<file path="src/rtl/oam_dma_ctrl.sv">
// OAM DMA sequencer: holds the $FF46 register, runs the start-up delay and walks
// the source page into OAM, producing the bus/interrupt qualifiers for the mux.
module oam_dma_ctrl #(
    parameter int SETUP_CYCLES = 4,
    parameter int CYC_PER_BYTE = 4,
    parameter int XFER_LEN     = 160
) (
    input  logic        clk,
    input  logic        rst,
    input  logic [15:0] cpu_addr,
    input  logic        cpu_rd,
    input  logic        cpu_wr,
    input  logic [7:0]  cpu_wdata,
    output logic        reg_hit,
    output logic [7:0]  reg_rdata,
    output logic        busy,
    output logic        intq_mask,
    output logic [15:0] src_addr,
    output logic        src_rd,
    output logic        src_vram,
    input  logic [7:0]  src_data,
    output logic [7:0]  oam_addr,
    output logic [7:0]  oam_wdata,
    output logic        oam_we,
    output logic        cpu_ext_ok,
    output logic        cpu_hram_ok
);

    localparam int XFER_CYCLES = XFER_LEN * CYC_PER_BYTE;
    localparam int CYC_W       = $clog2(XFER_CYCLES);
    localparam int SET_W       = $clog2(SETUP_CYCLES + 1);
    localparam int BYTE_SH     = $clog2(CYC_PER_BYTE);

    localparam logic [CYC_W-1:0] CYC_LAST  = CYC_W'(XFER_CYCLES - 1);
    localparam logic [SET_W-1:0] SET_LAST  = SET_W'(SETUP_CYCLES);
    localparam logic [15:0]      DMA_REG   = 16'hFF46;

    typedef enum logic [0:0] {
        ST_IDLE = 1'b0,
        ST_XFER = 1'b1
    } state_t;

    state_t           state_r;
    logic [CYC_W-1:0] cyc_cnt_r;
    logic [SET_W-1:0] setup_cnt_r;
    logic             setup_pending_r;
    logic [7:0]       pend_base_r;
    logic [7:0]       active_base_r;
    logic [7:0]       reg_rdata_r;

    logic             trigger_s;
    logic             setup_done_s;
    logic             busy_s;
    logic [7:0]       idx_s;
    logic [7:0]       src_hi_s;
    logic [15:0]      src_addr_s;
    logic             src_vram_s;

    assign trigger_s    = cpu_wr && (cpu_addr == DMA_REG);
    assign setup_done_s = setup_pending_r && (setup_cnt_r == SET_LAST);
    assign busy_s       = (state_r == ST_XFER);
    assign idx_s        = 8'(cyc_cnt_r >> BYTE_SH);

    // Register, setup delay and transfer sequencing.
    always_ff @(posedge clk or posedge rst) begin
        if (rst) begin
            state_r         <= ST_IDLE;
            cyc_cnt_r       <= '0;
            setup_cnt_r     <= '0;
            setup_pending_r <= 1'b0;
            pend_base_r     <= 8'h00;
            active_base_r   <= 8'h00;
            reg_rdata_r     <= 8'h00;
        end else begin
            if (trigger_s) begin
                reg_rdata_r     <= cpu_wdata;
                pend_base_r     <= cpu_wdata;
                setup_pending_r <= 1'b1;
                setup_cnt_r     <= SET_W'(1);
            end else if (setup_done_s) begin
                setup_pending_r <= 1'b0;
                setup_cnt_r     <= '0;
            end else if (setup_pending_r) begin
                setup_cnt_r     <= setup_cnt_r + SET_W'(1);
            end else begin
                setup_cnt_r     <= setup_cnt_r;
            end

            // A finishing setup restarts the walk, even mid-byte or on the final cycle.
            if (setup_done_s) begin
                state_r       <= ST_XFER;
                cyc_cnt_r     <= '0;
                active_base_r <= pend_base_r;
            end else begin
                case (state_r)
                    ST_IDLE: begin
                        cyc_cnt_r <= '0;
                    end
                    ST_XFER: begin
                        if (cyc_cnt_r == CYC_LAST) begin
                            state_r   <= ST_IDLE;
                            cyc_cnt_r <= '0;
                        end else begin
                            cyc_cnt_r <= cyc_cnt_r + CYC_W'(1);
                        end
                    end
                    default: begin
                        state_r   <= ST_IDLE;
                        cyc_cnt_r <= '0;
                    end
                endcase
            end
        end
    end

    // Echo RAM pages $E0-$FF read through to $C0-$DF.
    always_comb begin
        src_hi_s = active_base_r;
        if (active_base_r >= 8'hE0) begin
            src_hi_s = active_base_r - 8'h20;
        end else begin
            src_hi_s = active_base_r;
        end
    end

    // Source and OAM side of the transfer; all quiet outside XFER.
    always_comb begin
        src_addr_s = 16'h0000;
        src_rd     = 1'b0;
        oam_we     = 1'b0;
        oam_addr   = 8'h00;
        oam_wdata  = 8'h00;
        if (busy_s) begin
            src_addr_s = {src_hi_s, 8'h00} + {8'h00, idx_s};
            src_rd     = 1'b1;
            oam_we     = 1'b1;
            oam_addr   = idx_s;
            oam_wdata  = src_data;
        end else begin
            src_addr_s = 16'h0000;
        end
    end

    assign src_vram_s = (src_addr_s >= 16'h8000) && (src_addr_s <= 16'h9FFF);

    assign src_addr    = src_addr_s;
    assign src_vram    = src_vram_s;
    assign busy        = busy_s;
    assign intq_mask   = busy_s;
    assign reg_rdata   = reg_rdata_r;
    assign reg_hit     = cpu_rd && (cpu_addr == DMA_REG);
    assign cpu_hram_ok = busy_s && (cpu_addr >= 16'hFF80) && (cpu_addr <= 16'hFFFE);
    // The CPU keeps the external bus only while DMA is reading from VRAM.
    assign cpu_ext_ok  = busy_s && src_vram_s &&
                         ((cpu_addr <= 16'h7FFF) ||
                          ((cpu_addr >= 16'hA000) && (cpu_addr <= 16'hFDFF)));

endmodule
</file>
<file path="config.mk">
export PLATFORM = sky130hd
export DESIGN_NAME = oam_dma_ctrl
export DESIGN_NICKNAME = d
export VERILOG_FILES = /design/src/rtl/oam_dma_ctrl.sv
export SDC_FILE = /design/constraint.sdc
export NUM_CORES = 1
export LEC_CHECK = 0
export ABC_AREA = 1
export BUFFER_PORTS_ARGS = -buffer_cell sky130_fd_sc_hd__buf_2
export CAP_MARGIN = 5
export CORE_MARGIN = 1.5
export CORE_UTILIZATION = 51
export CTS_CLUSTER_SIZE = 30
export DETAILED_ROUTE_END_ITERATION = 8
export PLACE_DENSITY = 0.91
export SYNTH_ARGS = -nofsm -noshare
export SYNTH_HDL_FRONTEND = slang
export SYNTH_SLANG_ARGS = --single-unit
</file>
<file path="constraint.sdc">
create_clock -name clk -period 2.5 [get_ports clk]
set_input_delay 0.125 -clock clk [delete_from_list [all_inputs] [get_ports clk]]
set_output_delay 0.125 -clock clk [all_outputs]
set_load 0.03 [all_outputs]
</file>
# After elaboration in Yosys (flattened, before gate mapping)
# Index checks and enable logic that the tools add are counted.
# classes
eq_ne,3
muxes,16
n_bitwise,1
addsub,4
reduce_logical,12
order_cmp,8
# ops
op,count
"16-bit >= comparator, second input constant",3
"16-bit less-or-equal comparator, second input constant",3
8-bit two-way mux,3
10-bit two-way mux,2
10-bit one-hot mux with 2 select lines,1
16-bit by 8-bit adder with 16-bit output,1
"16-bit == test, second input constant",1
"16-bit by 15-bit less-or-equal comparator with 1-bit output, second input constant",1
16-bit two-way mux,1
"10-bit by 1-bit adder with 10-bit output, second input constant",1
"10-bit == test, second input constant",1
1-bit logical AND,9
3-bit two-way mux,3
"8-bit >= comparator, second input constant",1
"8-bit by 6-bit subtractor with 8-bit output, second input constant",1
1-bit two-way mux,6
"3-bit by 1-bit adder with 3-bit output, second input constant",1
"3-bit == test, second input constant",1
3-bit nonzero test,1
2-bit nonzero test,1
1-bit logical OR,1
1-bit NOT,1
# totals
input_bits,36
out_inout_bits,48
ff_bits,31
elab_cells,50

# Longest topological paths before layout
# logic_depth
word_depth,8
ltp_mapped,9
depth_no_buf,8

# Worst setup path before layout
# OpenSTA, ideal clock, no wires.
# synth_path
kind,register to output
start,"reg state_r, in the netlist busy"
end,out cpu_ext_ok
t_arrival_ns,1.988
t_required_ns,2.375
path_slack_ns,0.387
n_path_buf,1
stages_incl_launch_ff,6
cell_sequence,dfrtp_1 buf_2 nand2_1 a21oi_1 nand3_1 nor2_1
# synth_between
elab_chain_cells,5
word_cells_on_any_way,6
classes_between,order compare: 2; mux: 1; reduce/logical: 3
# synth_rtl
item,line_no,text
"start, declared",43,state_t state_r;
"start signal, assigned",67,state_r <= ST_IDLE;
"start signal, assigned",91,state_r <= ST_XFER;
"start signal, assigned",101,state_r <= ST_IDLE;
16-bit two-way mux *,133,if (busy_s) begin
net src_addr[15],18,"output logic [15:0] src_addr,"
16-bit >= comparator or 16-bit less-or-equal comparator (tied branches),144,assign src_vram_s = (src_addr_s >= 16'h8000) && (src_addr_s <= 16'h9FFF);
1-bit logical AND *,144,
1-bit logical AND * (2 in a row),154,assign cpu_ext_ok = busy_s && src_vram_s &&
"end, declared",25,"output logic cpu_ext_ok,"
# Mark *: on every way through the listed nets, which the timed path passes. The rest lies on a longest branch.

# Worst setup path in the final report
# layout_path
start,"reg state_r, in the netlist busy"
end,out cpu_ext_ok
# layout_between
elab_chain_cells,5
word_cells_on_any_way,6
classes_between,order compare: 2; mux: 1; reduce/logical: 3
# layout_rtl
item,line_no
16-bit two-way mux,133
16-bit >= comparator or 16-bit less-or-equal comparator (tied branches),144
1-bit logical AND,144
1-bit logical AND * (2 in a row),154
# Mark *: on every way between the ends. The rest lies on a longest branch, timed or not.

==> metrics.txt <==
status complete, no violations; die area 4010 sq um; Internal 0.000793 W; Synth Register Bits 31; Hold Buf Count CTS 0; clock slew at reported path FFs 100 ps; simple-gate share of the synthesized area 33.3%; antenna viol nets, final 0; critical path launch point type flip-flop; WL per Instance 10.1 um; first-pass GRT wire length 6450 um; clock tree buffer depth 2; switching share of power 40.8%; sequential share of power 45.1%; number of distinct library cells after synthesis 30; Mapped Avg Cell Area 7.15 sq um; sequential share of the synthesized area 41.8%; RSZ-0062 raised after global routing no; CTS tree done; met2 Use GR 34.6%; P&R area growth vs syn 22.2%; busiest grt layer met2; Congestion Overflow GR 0; final worst path period share 71.6%; Fmax 558 MHz; Mapped Cells 260; Synth Area in Adders 2.69%; xor and xnor area share after synthesis 2.83%; critical path arrival 1670 ps; Ys Warns 0; worst min path class input pin to flip-flop; Tightest Pin Transition 1100 ps; antenna fix cells 0; final setup fails 0; most common cell after layout, fill and taps aside nand2_1; Power Dens Cells 591 nW/um^2; initial antenna violation count 0; Root Buffer clkbuf_4; largest family of logic cells by synthesized area simple AND/OR/NAND/NOR gates; # clock sinks 31; worst-path maximum fanout 15; Compound-Gate Fraction of Synth Area 3.23%; core region area 3420 sq um; largest net degree at the start of global routing 32; Fin. Hold Viols 0; Die W 63.4 um; commonest non-fill, non-tap cells in the layout nand2_1, buf_2, inv_1, dfrtp_1, nor2_1; Pre-antenna DRT Iters 4; HPWL after DPL 3040 um; DR vias/cell 4.70; number of buffers added on ports 83; post-synthesis net count 300; DRC viols 0; clock latency on the worst-skew pair 330 ps; P_sw 0.000547 W; Slew Viols, Final 0; share of cells above drive strength 1 32.0%; synthesized cell area 1860 sq um; TritonCTS Buffers 5; setup TNS 0 ps; vias post-DR 1786; vias in the first global route 1571; post-layout util 66.4%; maximum VDD drop 0.312 mV; met1 usage 23.8%; buffer count from post-CTS setup fixing 0; Comb pwr share 34.5%; Req. time, crit path 2380 ps; gp weighted congestion 0.834; initial cell density of the core 54.4%; io pins 84; Period minus WS final 1790 ps; # resized after CTS 0; Max-slew headroom 26.3%; crit end category primary output; WS Path Type flip-flop to primary output; H-Tree Depth 2; GRT Total Usage 20.6%; Layout Skew 6.33 ps; Row Count 21; height of the chip 63.4 um; DR iter-0 viols 62; final wirelength 3830 um; Layout Nets 373; Pleak 1.54 nW; multiplexer share of the synthesized area 0%; clock share of power 20.4%; met3 usage 5.18%; Max Cap Viol 0
==> kinds of logic after synthesis <==
family                   count (synthesis)
AND/OR/NAND/NOR                        143
buffers and inverters                   66
flip-flops                              31
AO/OA/AOI/OAI                           10
XOR/XNOR                                 6
adder cells (fa/ha/maj)                  4
==> synthesized netlist by cell type, drive strengths merged <==
library cell   n  area, sq um
ha             4         50.1
clkbuf         2         7.51
nor3           1         5.00
dfrtp         31          776
or2            2         12.5
o21ai          4         23.8
nand3         17         85.1
o211ai         1         7.51
nor3b          1         7.51
clkinv         1         3.75
a21boi         1         7.51
inv           47          176
xnor2          2         17.5
a21oi          3         15.0
buf           16          114
nand2         92          363
nor2          26          119
xor2           4         35.0
nand3b         1         7.51
nand4          3         18.8
a31oi          1         6.26
==> state kept, by name, summed over array words and instances, names as in the netlist <==
signal           count
active_base_r        8
busy                 1
cyc_cnt_r           10
reg_rdata            8
setup_cnt_r          3
setup_pending_r      1
==> power groups by stage <==
stage	registers, W	clock network [W]	logic, W
2_1_floorplan	0.000600	0	0.000392
3_3_place_gp	0.000613	0	0.000456
3_5_place_dp	0.000613	0	0.000465
4_1_cts	0.000603	0.000283	0.000467
5_1_grt	0.000612	0.000304	0.000500
6_report	0.000604	0.000274	0.000463
==> area by class of cell <==
type                            instances  area, sq um
Clock inverter                          3         15.0
Tap cell                               46         57.6
Fill cell                             293         1150
Multi-Input combinational cell        163          781
Timing Repair Buffer                   84          423
Clock buffer                            5         37.5
Sequential cell                        31          776
Inverter                               48          180
==> critical path, cell delays in order (launching register included) <==
cell	delay, ps
dfrtp_1	660
nand2_1	100
a21oi_1	170
nand3_1	110
nor2_1	100
buf_2	190
==> through the flow <==
step	hold slack (ps)	power, W	cells	setup WS, ps	cell area [sq um]
2_1_floorplan	229	0.000991	260	387	1860
3_3_place_gp	358	0.00107	372	1010	2220
3_5_place_dp	364	0.00108	372	908	2220
4_1_cts	13.5	0.00135	380	671	2270
5_1_grt	34.9	0.00142	380	558	2270
6_report	28.5	0.00134	380	709	2270
==> layer usage <==
| metal | routed length (um) | share of wire (%) | vias up |
|---|---|---|---|
| li1 | - | - | 917 |
| met1 | 1610 | 42 | 784 |
| met2 | 1830 | 48 | 74 |
| met3 | 276 | 7.2 | 11 |
| met4 | 107 | 2.8 | 0 |
| met5 | 0 | 0 | - |
==> final timing paths <==
kind	to	slack [ps]	startpoint	depth (start not counted)
setup reg to reg	cyc_cnt_r[8]	890	setup_cnt_r[0]	7
setup / recovery	cpu_ext_ok	710	busy	5
hold / removal	reg_rdata[4]	30	cpu_wdata[4]	3
hold reg to reg	active_base_r[4]	500	active_base_r[4]	2
max in group asynchronous	active_base_r[2]	1770	rst	2
min in group asynchronous	setup_cnt_r[2]	60	rst	2
(Power assumes the default switching activity.)
